===== src/rtl/store_exp_table.sv =====
// Expected-store table: DEPTH entries of {address, data}, one synchronous
// write port cleared by reset and one combinational read port.
module store_exp_table #(
  parameter int ADDR_W = 32,
  parameter int DATA_W = 32,
  parameter int DEPTH  = 4,
  parameter int IDX_W  = 2
) (
  input  logic              clk,
  input  logic              reset,
  input  logic              we,
  input  logic [IDX_W-1:0]  wr_idx,
  input  logic [ADDR_W-1:0] wr_addr,
  input  logic [DATA_W-1:0] wr_data,
  input  logic [IDX_W-1:0]  rd_idx,
  output logic [ADDR_W-1:0] rd_addr,
  output logic [DATA_W-1:0] rd_data
);

  logic [ADDR_W-1:0] addr_q [DEPTH];
  logic [DATA_W-1:0] data_q [DEPTH];
  logic [ADDR_W-1:0] addr_d [DEPTH];
  logic [DATA_W-1:0] data_d [DEPTH];

  // Writes to indices beyond DEPTH are silently dropped.
  always_comb begin
    addr_d = addr_q;
    data_d = data_q;
    if (we && (int'(wr_idx) < DEPTH)) begin
      addr_d[wr_idx] = wr_addr;
      data_d[wr_idx] = wr_data;
    end
  end

  always_ff @(posedge clk) begin
    if (reset) begin
      for (int i = 0; i < DEPTH; i++) begin
        addr_q[i] <= '0;
        data_q[i] <= '0;
      end
    end else begin
      addr_q <= addr_d;
      data_q <= data_d;
    end
  end

  always_comb begin
    rd_addr = '0;
    rd_data = '0;
    if (int'(rd_idx) < DEPTH) begin
      rd_addr = addr_q[rd_idx];
      rd_data = data_q[rd_idx];
    end
  end

endmodule


===== config.mk =====
export PLATFORM = sky130hd
export DESIGN_NAME = store_exp_table
export DESIGN_NICKNAME = d
export VERILOG_FILES = /design/src/rtl/store_exp_table.sv
export SDC_FILE = /design/constraint.sdc
export NUM_CORES = 1
export LEC_CHECK = 0
export BUFFER_PORTS_ARGS = -buffer_cell sky130_fd_sc_hd__buf_2
export CAP_MARGIN = 30
export CORE_ASPECT_RATIO = 1.1
export CORE_MARGIN = 4
export CORE_UTILIZATION = 27
export CTS_CLUSTER_SIZE = 10
export DETAILED_ROUTE_END_ITERATION = 16
export HOLD_SLACK_MARGIN = 0.1
export PLACE_DENSITY = 0.47
export SLEW_MARGIN = 20
export SYNTH_ARGS = -nofsm -noshare
export SYNTH_HDL_FRONTEND = slang
export SYNTH_SLANG_ARGS = --single-unit

===== constraint.sdc =====
create_clock -name clk -period 1.3 [get_ports clk]
set_clock_uncertainty 0.1 [all_clocks]
set_input_delay 0.065 -clock clk [delete_from_list [all_inputs] [get_ports clk]]
set_output_delay 0.065 -clock clk [all_outputs]
set_load 0.05 [all_outputs]

Word level (Yosys, flattened, before mapping):

Cells that the tools add are included.

* output and inout bits: 64
* register bits: 256
* word-level logic and storage cells: 24
* input bits: 71

* magnitude comparators: 3
* bitwise logic cells: 2
* reductions and logical operators: 1
* muxes and demuxes: 10

Operators by type and width (number)
* 128-bit bitwise mux: 2
* 32-bit 2-to-1 mux: 5
* 32-bit binary-select mux with 2-bit select: 2
* 32-bit demux with 2-bit select: 1
* 3-bit greater-or-equal comparator, second input constant: 2
* 2-bit inverter with 3-bit output: 2
* 3-bit by 1-bit less-than comparator with 1-bit output, second input constant: 1
* 1-bit logical AND: 1

Logic depth before layout (Yosys ltp):

* word-level depth: 6
* gate-level depth with buffers: 4

Least setup slack after synthesis:

No wires, ideal clock.

* path kind: input port to output port
* from: in rd_idx[0]
* to: out rd_addr[0]
* path slack: 0.081 ns
* stages on the path: 3
* data arrival time: 1.054 ns
* data required time: 1.135 ns
* cells stage by stage: buf_6 -> buf_6 -> mux4_2

* longest elaborated chain between the ends: 4

RTL lines
* start, declared: RTL line 15 `input logic [IDX_W-1:0] rd_idx,`
* 2-bit inverter with 3-bit output (implied by the code): RTL line 51 `rd_addr = addr_q[rd_idx];`
* 32-bit binary-select mux with 2-bit select: RTL line 51
* 32-bit 2-to-1 mux (implied by the code) (2 in a row): RTL line 51
* end, declared: RTL line 16 `output logic [ADDR_W-1:0] rd_addr,`

Every way passes these cells. The select of a mux whose other input is x is not followed.

Worst setup path in the final report:

* from: reg data_q[22] (netlist bit)
* to: out rd_data[22]

* longest elaborated chain between the ends: 3

RTL lines
* start, declared: RTL line 21 `logic [DATA_W-1:0] data_q [DEPTH];`
* start signal, assigned: RTL line 43 `data_q <= data_d;`
* 32-bit binary-select mux with 2-bit select: RTL line 52 `rd_data = data_q[rd_idx];`
* 32-bit 2-to-1 mux (implied by the code) (2 in a row): RTL line 52
* end, declared: RTL line 17 `output logic [DATA_W-1:0] rd_data`

Every way passes these cells. The select of a mux whose other input is x is not followed.

==> impl_metrics.ini <==
[outcome]
outcome = finished with violations
violations = negative hold slack, negative setup slack

[setup_path]
critPathCaptureType = output port
cp.arrival_ps = 1560
rr_worst_depth = 3
reg2reg_to = data_q[83]$_SDFFE_PP0P_
endpoint = rd_data[22]
worst_path_max_delay_cell = mux4_2
cp_slowest_stage_delay_ps = 500
start_kind = register
path_depth = 2
cp_max_fo = 2
path_cells = mux4_2 -> buf_6
reg2reg_slack_ps = 70
critical_path_class = reg -> out
crit_family = multiplexers
path_buf_inv = 1
required_ps = 1130
worstSetupStartpoint = data_q[22]$_SDFFE_PP0P_
reg2reg_from = data_q[83]$_SDFFE_PP0P_

[routing]
vias_per_cell = 4.35
wl_um = 30700
drtPass1Iterations = 4
route.detailed.drc = 0
ant_nets = 0
drt_iter0_drc = 268
wl_per_cell_um = 17.0
vias = 7840

[finish]
design_area_um2 = 15700
drive_gt1_frac = 0.252
final_cell_mix = nand2b_1 (319), mux2i_1 (256), dfxtp_1 (254), dlygate4sd3_1 (81), buf_2 (67)
final_nets = 1296
syn2layout_area_growth_pct = 33.2
final_common_cell = nand2b_1

[synth]
ys.warnings.count = 0
syn_nets = 1050
synth_area_leaders = dfxtp_1 (44%), mux2i_1 (22%), nand2b_1 (17%), mux4_2 (12%), buf_6 (2.7%)
yosysTopAreaCell = dfxtp_1
seq_area_frac_synth = 0.435
yosysUniqueCellTypes = 14
ys_ff_latch = 256
netlist.area_leader.share = 0.435
postSynthCellCount = 979
syn_area_um2 = 11800
synth.avg_cell_area_um2 = 12.0

[floorplan]
io_pins = 135
rows = 79
die_y_um = 227
initial_core_util = 0.276
fp.dieW_um = 207
core_um2 = 42700
die_area_um2 = 47000

[timing]
rsz0062_at_grt = true
setup_slack_ps = -423
finalSetupViolCount = 108
hold_viol_final = 1
relSlewSlack = 0.425
whs_ps = -5.48
fmax_ghz = 0.580
slew_violations = 0
worstMarginPinSlew_ps = 863
period_minus_slack_ps = 1720
finalCritPeriodShare = 1.33

[power_and_ir_drop]
power_leakage_nw = 6.92
swShare = 0.248
p_comb_frac = 0.132
seqPwrFrac = 0.445
powerDensity_nw_per_um2 = 1180
p_clk_frac = 0.423
p_int_mw = 14.0
vdd_ir_drop_max_uv = 884
switching_power_mw = 4.60

[grt]
grt_pass1_wl_um = 48800
grt_max_degree = 57
grt_pass1_vias = 8483
grt_usage = 0.128
antenna_found_initial = 3
overflow = 0

[run]
drv_cap = 0

[clock_network]
path_clk_slew_ps = 60
cts-buffers-inserted = 31
clk_path_buf_depth = 3
insertion_delay_ps = 550
cts_tree = built
cts_max_level = 1
cts_sinks = 256
clk_root_buffer_cell = clkbuf_16

[hold_path]
hp-start = wr_idx[1]
hold_path.class = in -> reg

[placement]
place_congestion = 0.699
dpl_cell_area_um2 = 13400
place_hpwl_um = 19500
portBuffers = 134
==> through the flow <==
stage,setup slack [ps],utilization,TNS [ps],total power [mW],instances
3_3_place_gp,-186,0.314,-9180,10.5,1661
3_5_place_dp,-191,0.314,-9730,10.5,1661
4_1_cts,-466,0.365,-56630,18.9,1794
6_report,-423,0.367,-27270,18.6,1804
5_1_grt,-473,0.367,-37460,19.4,1804
2_1_floorplan,81.4,-,0,9.87,979
==> worst register-to-register path, cell delays in order (launching register included) <==
cell and delay (ps):
dfxtp_1 340, nand2b_1 60, mux2i_1 110, dlygate4sd3_1 560
==> power groups by stage <==
stage | Sequential, mW | Combinational (mW) | Clock, mW
2_1_floorplan | 8.39 | 1.48 | 0
3_3_place_gp | 8.43 | 2.10 | 0
3_5_place_dp | 8.43 | 2.11 | 0
4_1_cts | 8.27 | 2.48 | 8.19
5_1_grt | 8.29 | 2.63 | 8.49
6_report | 8.26 | 2.45 | 7.86
==> worst min-delay path by stage <==
stage | to | slack, ps | cells past startpoint
finish | data_q[123]$_SDFFE_PP0P_ | -5 | 4
floorplan | addr_q[0]$_SDFFE_PP0P_ | 190 | 2
global placement | addr_q[85]$_SDFFE_PP0P_ | 310 | 3
CTS | data_q[123]$_SDFFE_PP0P_ | -40 | 4
detailed placement | addr_q[14]$_SDFFE_PP0P_ | 310 | 3
global route | data_q[127]$_SDFFE_PP0P_ | -10 | 4
==> logic make-up (layout without fill, tap and decap cells) <==
family / after synthesis / in the layout / synth area share
other: 0 / 1 / 0
DFF: 256 / 256 / 0.435
muxes: 320 / 320 / 0.340
and+or+nand+nor: 326 / 326 / 0.174
buffers and inverters: 77 / 334 / 0.0503
==> repair_timing <==
item	CTS	global route
endpoints found under the setup margin	64	228
gates cloned	0	0
gates resized for setup	128	17
buffers inserted	0	8
hold endpoints to repair	256	53
hold buffers	89	2
==> metal layers <==
layer | track usage | wire length [µm] | vias to the layer above
met1 | 0.174 | 14500 | 3805
li1 | - | - | 3864
met2 | 0.211 | 14200 | 123
met5 | 0 | 27 | -
met3 | 0.0269 | 1340 | 44
met4 | 0.0318 | 561 | 4
==> state kept, by name, indices dropped and copies added (netlist names) <==
| name | cells |
|---|---|
| addr_q | 128 |
| data_q | 128 |
==> layout make-up <==
type / count / area [µm²]
Antenna cell: 1 / 2.50
Multi-Input combinational cell: 646 / 6080
Clock inverter: 1 / 8.76
Tap cell: 567 / 709
Sequential cell: 256 / 5130
Timing Repair Buffer: 290 / 2880
Clock buffer: 43 / 881
Fill cell: 4209 / 27000
==> synth_stat cells (all sizes together) <==
cell type	instances
nand3	1
nand2b	320
and3b	1
mux4	64
mux2i	256
nor3b	1
buf	46
or3b	1
nand3b	2
clkbuf	31
dfxtp	256
Note: power is estimated with default switching activity, not from simulation.
